--- src/rtl/mem_lsu_stage_pkg.sv ---
// Shared types for the RV32I memory-access stage: memory-op encodings, bus widths and helpers.
package mem_lsu_stage_pkg;

  localparam int unsigned RegAddrW = 5;
  localparam int unsigned RegW     = 32;
  localparam int unsigned MemOpW   = 4;

  typedef enum logic [MemOpW-1:0] {
    MemNone = 4'd0,
    MemLb   = 4'd1,
    MemLh   = 4'd2,
    MemLw   = 4'd3,
    MemLbu  = 4'd4,
    MemLhu  = 4'd5,
    MemSb   = 4'd6,
    MemSh   = 4'd7,
    MemSw   = 4'd8
  } mem_op_e;

  function automatic logic is_mem_op(mem_op_e op);
    return op inside {MemLb, MemLh, MemLw, MemLbu, MemLhu, MemSb, MemSh, MemSw};
  endfunction

  function automatic logic is_store_op(mem_op_e op);
    return op inside {MemSb, MemSh, MemSw};
  endfunction

  function automatic logic is_misaligned(mem_op_e op, logic [1:0] off);
    case (op)
      MemLh, MemLhu, MemSh: return off[0];
      MemLw, MemSw:         return off != 2'b00;
      default:              return 1'b0;
    endcase
  endfunction

endpackage

--- src/rtl/lsu_align.sv ---
// Combinational lane logic: store replication / byte enables and load byte select / extension.
module lsu_align
  import mem_lsu_stage_pkg::*;
(
  input  mem_op_e          i_st_op,
  input  logic [1:0]       i_st_off,
  input  logic [RegW-1:0]  i_st_data,
  output logic [3:0]       o_be,
  output logic [RegW-1:0]  o_st_lane,
  input  mem_op_e          i_ld_op,
  input  logic [1:0]       i_ld_off,
  input  logic [RegW-1:0]  i_ld_rdata,
  output logic [RegW-1:0]  o_ld_data
);

  logic [7:0]  w_byte;
  logic [15:0] w_half;

  // Byte enables apply to loads too so the bus sees which lanes are read.
  always_comb begin
    o_be      = 4'b0000;
    o_st_lane = '0;
    case (i_st_op)
      MemLb, MemLbu, MemSb: o_be = 4'b0001 << i_st_off;
      MemLh, MemLhu, MemSh: o_be = i_st_off[1] ? 4'b1100 : 4'b0011;
      MemLw, MemSw:         o_be = 4'b1111;
      default:              o_be = 4'b0000;
    endcase
    case (i_st_op)
      MemSb:   o_st_lane = {4{i_st_data[7:0]}};
      MemSh:   o_st_lane = {2{i_st_data[15:0]}};
      MemSw:   o_st_lane = i_st_data;
      default: o_st_lane = '0;
    endcase
  end

  always_comb begin
    w_byte = 8'h00;
    case (i_ld_off)
      2'd0:    w_byte = i_ld_rdata[7:0];
      2'd1:    w_byte = i_ld_rdata[15:8];
      2'd2:    w_byte = i_ld_rdata[23:16];
      default: w_byte = i_ld_rdata[31:24];
    endcase
    w_half = i_ld_off[1] ? i_ld_rdata[31:16] : i_ld_rdata[15:0];
    case (i_ld_op)
      MemLb:   o_ld_data = {{24{w_byte[7]}}, w_byte};
      MemLbu:  o_ld_data = {24'h000000, w_byte};
      MemLh:   o_ld_data = {{16{w_half[15]}}, w_half};
      MemLhu:  o_ld_data = {16'h0000, w_half};
      default: o_ld_data = i_ld_rdata;
    endcase
  end

endmodule

--- src/rtl/mem_lsu_stage.sv ---
// RV32I MEM stage: req/gnt/rvalid load/store FSM plus the MEM/WB register.
// Define MISALIGN_TRAP_EN to trap misaligned halfword/word accesses instead of masking low bits.
module mem_lsu_stage
  import mem_lsu_stage_pkg::*;
#(
  parameter int unsigned ADDR_W = 32
) (
  input  logic                clk,
  input  logic                rst,
  input  logic                valid_i,
  input  logic                w_enable_i,
  input  logic [RegAddrW-1:0] w_addr_i,
  input  logic [RegW-1:0]     w_data_i,
  input  logic [MemOpW-1:0]   mem_op_i,
  input  logic [ADDR_W-1:0]   mem_addr_i,
  input  logic [RegW-1:0]     mem_wdata_i,
  output logic                stall_o,
  output logic                req_o,
  output logic                we_o,
  output logic [ADDR_W-1:0]   addr_o,
  output logic [3:0]          be_o,
  output logic [RegW-1:0]     wdata_o,
  input  logic                gnt_i,
  input  logic                rvalid_i,
  input  logic [RegW-1:0]     rdata_i,
  output logic                w_enable_o,
  output logic [RegAddrW-1:0] w_addr_o,
  output logic [RegW-1:0]     w_data_o,
  output logic                exc_o,
  output logic [ADDR_W-1:0]   exc_addr_o
);

  typedef enum logic [1:0] {StIdle, StReq, StResp} state_e;

  state_e                r_state;
  mem_op_e               r_op;
  logic [1:0]            r_off;
  logic                  r_ld_wen;
  logic [RegAddrW-1:0]   r_ld_waddr;
  logic                  r_req;
  logic                  r_we;
  logic [ADDR_W-1:0]     r_addr;
  logic [3:0]            r_be;
  logic [RegW-1:0]       r_wdata;
  logic                  r_wb_en;
  logic [RegAddrW-1:0]   r_wb_addr;
  logic [RegW-1:0]       r_wb_data;

  mem_op_e               w_op;
  logic                  w_is_mem;
  logic                  w_trap;
  logic [3:0]            w_be;
  logic [RegW-1:0]       w_st_lane;
  logic [RegW-1:0]       w_ld_data;

  assign w_op     = mem_op_e'(mem_op_i);
  assign w_is_mem = is_mem_op(w_op);

  lsu_align u_align (
    .i_st_op    (w_op),
    .i_st_off   (mem_addr_i[1:0]),
    .i_st_data  (mem_wdata_i),
    .o_be       (w_be),
    .o_st_lane  (w_st_lane),
    .i_ld_op    (r_op),
    .i_ld_off   (r_off),
    .i_ld_rdata (rdata_i),
    .o_ld_data  (w_ld_data)
  );

`ifdef MISALIGN_TRAP_EN
  logic              r_exc;
  logic [ADDR_W-1:0] r_exc_addr;

  assign w_trap = (r_state == StIdle) && valid_i && w_is_mem &&
                  is_misaligned(w_op, mem_addr_i[1:0]);

  always_ff @(posedge clk or negedge rst) begin
    if (!rst) begin
      r_exc      <= 1'b0;
      r_exc_addr <= '0;
    end else begin
      r_exc <= w_trap;
      if (w_trap) r_exc_addr <= mem_addr_i;
    end
  end

  assign exc_o      = r_exc;
  assign exc_addr_o = r_exc_addr;
`else
  assign w_trap     = 1'b0;
  assign exc_o      = 1'b0;
  assign exc_addr_o = '0;
`endif

  always_comb begin
    stall_o = 1'b0;
    unique case (r_state)
      StIdle:  stall_o = valid_i && w_is_mem && !w_trap;
      StReq:   stall_o = !(gnt_i && is_store_op(r_op));
      StResp:  stall_o = !rvalid_i;
      default: stall_o = 1'b0;
    endcase
  end

  always_ff @(posedge clk or negedge rst) begin
    if (!rst) begin
      r_state    <= StIdle;
      r_op       <= MemNone;
      r_off      <= 2'b00;
      r_ld_wen   <= 1'b0;
      r_ld_waddr <= '0;
      r_req      <= 1'b0;
      r_we       <= 1'b0;
      r_addr     <= '0;
      r_be       <= 4'b0000;
      r_wdata    <= '0;
      r_wb_en    <= 1'b0;
      r_wb_addr  <= '0;
      r_wb_data  <= '0;
    end else begin
      r_wb_en <= 1'b0;
      unique case (r_state)
        StIdle: begin
          if (valid_i && !w_is_mem) begin
            r_wb_en   <= w_enable_i;
            r_wb_addr <= w_addr_i;
            r_wb_data <= w_data_i;
          end else if (valid_i && !w_trap) begin
            r_op       <= w_op;
            r_off      <= mem_addr_i[1:0];
            r_ld_wen   <= w_enable_i;
            r_ld_waddr <= w_addr_i;
            r_req      <= 1'b1;
            r_we       <= is_store_op(w_op);
            r_addr     <= {mem_addr_i[ADDR_W-1:2], 2'b00};
            r_be       <= w_be;
            r_wdata    <= w_st_lane;
            r_state    <= StReq;
          end
        end
        StReq: begin
          if (gnt_i) begin
            r_req   <= 1'b0;
            r_we    <= 1'b0;
            r_state <= is_store_op(r_op) ? StIdle : StResp;
          end
        end
        StResp: begin
          if (rvalid_i) begin
            r_wb_en   <= r_ld_wen;
            r_wb_addr <= r_ld_waddr;
            r_wb_data <= w_ld_data;
            r_state   <= StIdle;
          end
        end
        default: r_state <= StIdle;
      endcase
    end
  end

  assign req_o      = r_req;
  assign we_o       = r_we;
  assign addr_o     = r_addr;
  assign be_o       = r_be;
  assign wdata_o    = r_wdata;
  assign w_enable_o = r_wb_en;
  assign w_addr_o   = r_wb_addr;
  assign w_data_o   = r_wb_data;

endmodule

--- config.mk ---
export PLATFORM = sky130hd
export DESIGN_NAME = mem_lsu_stage
export DESIGN_NICKNAME = d
export VERILOG_FILES = /design/src/rtl/mem_lsu_stage_pkg.sv /design/src/rtl/lsu_align.sv /design/src/rtl/mem_lsu_stage.sv
export SDC_FILE = /design/constraint.sdc
export NUM_CORES = 1
export LEC_CHECK = 0
export ABC_AREA = 1
export CAP_MARGIN = 20
export CORE_MARGIN = 1.5
export CORE_UTILIZATION = 43
export CTS_BUF_LIST = sky130_fd_sc_hd__clkbuf_16
export DETAILED_ROUTE_END_ITERATION = 16
export HOLD_SLACK_MARGIN = 0.06
export PLACE_DENSITY = 0.85
export SYNTH_ARGS = -nofsm -noshare
export SYNTH_HDL_FRONTEND = slang
export SYNTH_SLANG_ARGS = --single-unit
--- constraint.sdc ---
create_clock -name clk -period 2 [get_ports clk]
set_clock_uncertainty 0.05 [all_clocks]
set_input_delay 0.5 -clock clk [delete_from_list [all_inputs] [get_ports clk]]
set_output_delay 0.5 -clock clk [all_outputs]
set_load 0.02 [all_outputs]
### Yosys cells after proc, flatten, opt, wreduce, memory -nomap -nowiden

Cells that the tools add are included.

| storage, ports and cells | value |
|---|---|
| bits in latches | 0 |
| RAM bits | 0 |
| memories | 0 |
| word-level logic and storage cells | 88 |
| input port bits | 143 |
| register bits after elaboration | 120 |
| memory bits (read-only) | 0 |
| output and inout bits | 142 |

| cells by class | value |
|---|---|
| div/mod/pow operators | 0 |
| multipliers | 0 |
| add/sub/neg operators | 0 |
| muxes and demuxes | 29 |
| $lt $le $gt $ge | 0 |
| reduce and logical (&&, ||, !) cells | 20 |
| shift-type cells | 1 |
| bitwise gates (word level) | 1 |
| equality and inequality tests | 24 |

Operator list:

| cell | count |
|---|---|
| 32-bit one-hot mux with 4 select lines | 1 |
| 32-bit one-hot mux with 3 select lines | 1 |
| 32-bit 2-to-1 mux | 2 |
| 32-bit one-hot mux with 2 select lines | 1 |
| 4-bit by 3-bit == test with 1-bit output, second input constant | 8 |
| 8-bit one-hot mux with 3 select lines | 1 |
| 16-bit 2-to-1 mux | 1 |
| 4-bit by 2-bit == test with 1-bit output, second input constant | 3 |
| 4-bit one-hot mux with 3 select lines | 1 |
| 2-bit 2-to-1 mux | 5 |
| 5-bit 2-to-1 mux | 2 |
| 2-bit != test, second input constant | 5 |
| 5-bit one-hot mux with 2 select lines | 1 |
| 4-bit by 1-bit == test with 1-bit output, second input constant | 2 |
| 4-bit == test, second input constant | 2 |
| 4-bit AND reduction | 2 |
| 8-bit nonzero test | 1 |
| 1-bit 2-to-1 mux | 7 |
| 1-bit one-hot mux with 2 select lines | 3 |
| 2-bit one-hot mux with 3 select lines | 1 |
| 3-bit AND reduction | 2 |
| 3-bit nonzero test | 2 |
| 3-bit OR reduction | 2 |
| 2-bit by 1-bit == test with 1-bit output, second input constant | 2 |
| other kinds (10) | 17 |

### Depth between registers and ports, before layout

| logic depth | value |
|---|---|
| word-level depth | 6 |
| mapped depth | 11 |
| mapped depth without buffers | 9 |

### Modules after synthesis

Synthesis repeated with hierarchy kept, for this count alone.

| unflattened totals | value |
|---|---|
| cell total of the unflattened synthesis | 1010 |
| area, all modules | 7065.5 um^2 |

Modules (own cells, without submodules):

| module | times used | cells an instance | area an instance (um^2) | seq. area each (um^2) |
|---|---|---|---|---|
| mem_lsu_stage | 1 | 688 | 5480.3 | 3002.9 |
| lsu_align | 1 | 322 | 1585.3 | 0.0 |

### Worst setup path before layout

Ideal clock, no wire load.

| timing | value |
|---|---|
| path type | input to output |
| start point | input mem_op_i[0] |
| end point | output stall_o |
| buffers on the path | 2 |
| required time | 1450 ps |
| setup slack | 40 ps |
| data arrival time | 1410 ps |
| cell stages on the path | 8 |
| cells stage by stage | nor2_2 -> nand2_1 -> nand2_2 -> nand2_1 -> nand2_2 -> buf_6 -> buf_2 -> nand3_1 |

| between the ends | value |
|---|---|
| cells in the longest elaborated chain, start to end | 4 |
| elaborated cells on any way between the ends | 11 |
| classes of those cells | eq/ne: 8; mux: 1; reduce/logical: 2 |

RTL lines:

| item | RTL line | RTL |
|---|---|---|
| start, declared | mem_lsu_stage.sv:14 | `input logic [MemOpW-1:0] mem_op_i,` |
| 4-bit by 1-bit == test with 1-bit output (tied with other cells) | mem_lsu_stage_pkg.sv:21 | `return op inside {MemLb, MemLh, MemLw, MemLbu, MemLhu, MemSb, MemSh, MemSw};` |
| 8-bit nonzero test (*) | mem_lsu_stage_pkg.sv:21 |  |
| 1-bit logical AND (*) | mem_lsu_stage.sv:99 | `StIdle: stall_o = valid_i && w_is_mem && !w_trap;` |
| 1-bit one-hot mux with 3 select lines (*) | mem_lsu_stage.sv:98 | `unique case (r_state)` |
| end, declared | mem_lsu_stage.sv:17 | `output logic stall_o,` |

Mark *: on every way between the ends. The rest lies on a longest branch, timed or not.

### Final worst setup path

| timing | value |
|---|---|
| start point | input valid_i |
| end point | output stall_o |

| between the ends | value |
|---|---|
| cells in the longest elaborated chain, start to end | 2 |

RTL lines:

| item | RTL line | RTL |
|---|---|---|
| start, declared | mem_lsu_stage.sv:10 | `input logic valid_i,` |
| 1-bit logical AND | mem_lsu_stage.sv:99 |  |
| 1-bit one-hot mux with 3 select lines | mem_lsu_stage.sv:98 |  |

Every way passes these cells.

==> run summary <==
Number of remaining DRC errors -> 0
Post-Synth Simple-Gate Area -> 32.91%
Pwr Total -> 0.01416 W
Startpoint Class -> input pin
Req. time, crit path -> 1.45 ns
PwrDens -> 1398 mW/mm2
Vias per cell -> 4.987
Total number of vias -> 6942
Share of cell area taken by muxes after synthesis -> 0%
Cell area after synthesis -> 0.006679 mm2
CP Capture Type -> primary output
Num CTS Buffers -> 17
Routed Wire Length -> 20740 um
CTS max path bufs -> 2
Layout cells sized above 1 -> 12.29%
Most used DFF post-synth -> dfrtp_1
Nets -> 1334
Sequential share of the synthesized area -> 44.96%
Post-synthesis register bit count -> 120
Port bufs -> 249
HPWL Detailed -> 15060 um
Largest net degree at the start of global routing -> 59
Min-delay worst type -> flop to flop
CP max FO -> 2
Chip width -> 127.6 um
Post-synth EDFFs -> 0
FP Rows -> 45
RSZ-0062 raised after global routing -> yes
Grt ovf -> 0
Status -> finished, violations left
Adder-Cell Fraction of Synth Area -> 0%
Final GP Congestion -> 0.9099
GRT Resource Usage Total -> 25.74%
Clock Sinks -> 120
Core area -> 0.01520 mm2
Commonest non-fill, non-tap cell in the layout -> nand2_1
Synth-to-layout area growth -> 51.74%
Synth warn -> 0
First-pass GRT wire length -> 32910 um
Multi-input logic area -> 0.003172 mm2
Final hold slack -> 0.4235 ns
Worst-Margin Slew -> 0.5198 ns
Final Cycle Share -> 101.7%
Cell variety after synth -> 30
Mean post-synth cell area -> 7.339 um2
Vias in the first global route -> 6646
TritonRoute pass-1 iters -> 8
CP Class -> input pin to primary output
DP Worst Slack -> -0.6515 ns
H-tree depth -> 4
Most frequent cells in the layout -> nand2_1, clkdlybuf4s50_1, dfrtp_1
CTS tree -> done
Critical path arrival -> 1.48 ns
Minimum clock period -> 2.033 ns
Number of diodes -> 0
Register Area -> 0.003004 mm2
DRT iter0 DRCs -> 601
Clock latency on the worst-skew pair -> 0.41 ns
XOR/XNOR Fraction of Synth Area -> 0%
Fmax -> 0.4918 GHz
Die height -> 127.6 um
Violated checks -> negative setup slack
Tightest slew margin relative to the limit -> 65.26%
Fraction of registers with async set/reset -> 100.0%
Synth Instances -> 910
Pleak -> 4.901 nW
Worst vdd ir -> 0.9535 mV
# setup viols final -> 1
Die Area -> 0.01629 mm2
IO Count -> 285
Post-route ant nets -> 0
Hold Violations, Final -> 0
Final Slew Violations -> 0
Initial antenna violation count -> 0
MaxCap Viol Count -> 0
Largest family of logic cells by synthesized area -> simple AND/OR/NAND/NOR gates
Starting Density -> 43.93%
Final setup margin -> -0.03342 ns
Root buffer cell -> clkbuf_16
Wire per inst -> 14.90 um
Compound-Gate Fraction of Synth Area -> 11.54%
# fillers -> 1268
Reg clk slew, reported paths -> 0.06 ns
power by group:
part,internal [W],switching [W]
clock,0.00171,0.00116
combinational,0.00309,0.00415
sequential,0.00342,0.000643
total,0.00821,0.00595
metal layers:
| layer | vias to the layer above | track usage (%) | routed length (um) |
|---|---|---|---|
| met5 | - | 0 | 0 |
| met4 | 0 | 10.91 | 540 |
| met3 | 40 | 5.737 | 1747 |
| met2 | 365 | 42.23 | 9763 |
| met1 | 3161 | 32.91 | 8689 |
| li1 | 3376 | - | - |
per-stage QoR:
step | setup TNS (ns) | instance area [um2] | utilization (%) | instances
2_1_floorplan | 0 | 6807 | - | 944
3_3_place_gp | -38.01 | 9484 | 62.39 | 1357
3_5_place_dp | -45.48 | 9484 | 62.39 | 1357
4_1_cts | -1.244 | 10090 | 66.38 | 1390
5_1_grt | -0.4649 | 10130 | 66.67 | 1392
6_report | -0.03342 | 10130 | 66.67 | 1392
worst max-delay path: stages:
cell	delay [ns]
clkdlybuf4s50_1	0.49
inv_1	0.07
nor2_4	0.13
nand2_4	0.07
nand3_2	0.09
buf_6	0.12
logic make-up after synthesis:
logic type,count (synthesis)
buffers and inverters,125
DFF,120
AOI/OAI and AO/OA,132
other,1
and+or+nand+nor,532
area by class of cell:
cell class | count | share of cell area (%)
Inverter | 50 | 1.901
Clock inverter | 15 | 1.247
Multi-Input combinational cell | 700 | 31.30
Clock buffer | 17 | 4.198
Sequential cell | 120 | 29.64
Timing Repair Buffer | 302 | 29.40
Tap cell | 188 | 2.321
state kept, by name, indices dropped and copies added, names as in the netlist:
| signal | flops |
|---|---|
| r_off | 2 |
| be_o | 4 |
| we_o | 1 |
| w_enable_o | 1 |
| w_data_o | 32 |
| r_state | 2 |
| r_ld_wen | 1 |
| wdata_o | 32 |
| addr_o | 30 |
| r_op | 4 |
| r_ld_waddr | 5 |
| w_addr_o | 5 |
| req_o | 1 |
synth_stat cells, types with 5 or more instances:
| library cell | instances | area, um2 |
|---|---|---|
| inv_2 | 8 | 30.03 |
| nor2_2 | 15 | 93.84 |
| buf_6 | 8 | 90.09 |
| o21ai_1 | 9 | 45.04 |
| nor2_4 | 5 | 56.30 |
| inv_1 | 38 | 142.6 |
| buf_4 | 37 | 277.8 |
| a21oi_1 | 45 | 225.2 |
| o21ai_0 | 39 | 195.2 |
| a21oi_2 | 12 | 105.1 |
| dfrtp_1 | 120 | 3003 |
| a31oi_1 | 6 | 37.54 |
| nor2_1 | 75 | 281.5 |
| buf_2 | 24 | 120.1 |
| a22oi_1 | 6 | 45.04 |
| nand2_1 | 386 | 1449 |
| nand3_1 | 41 | 205.2 |
| o211ai_1 | 7 | 52.55 |
worst paths after layout:
kind	from	to	slack [ns]	depth (start not counted)
worst min-delay path	req_o	req_o	0.42	2
worst min register to register	req_o	req_o	0.42	2
worst max register to register	r_state[0]	w_data_o[17]	0.12	9
max in group asynchronous	rst	r_op[3]	0.74	3
min in group asynchronous	rst	w_data_o[8]	0.53	2
worst max-delay path	valid_i	stall_o	-0.03	6
timing repair:
item / 4_1_cts / 5_1_grt
hold buffers: 1 / 0
gates resized for setup: 22 / 10
cloned: 0 / 1
endpoints found under the hold margin: 30 / 0
buffers inserted: 0 / 1
pin swaps: 5 / 4
setup endpoints to repair: 64 / 96
Note: power is estimated with default switching activity, not from simulation.
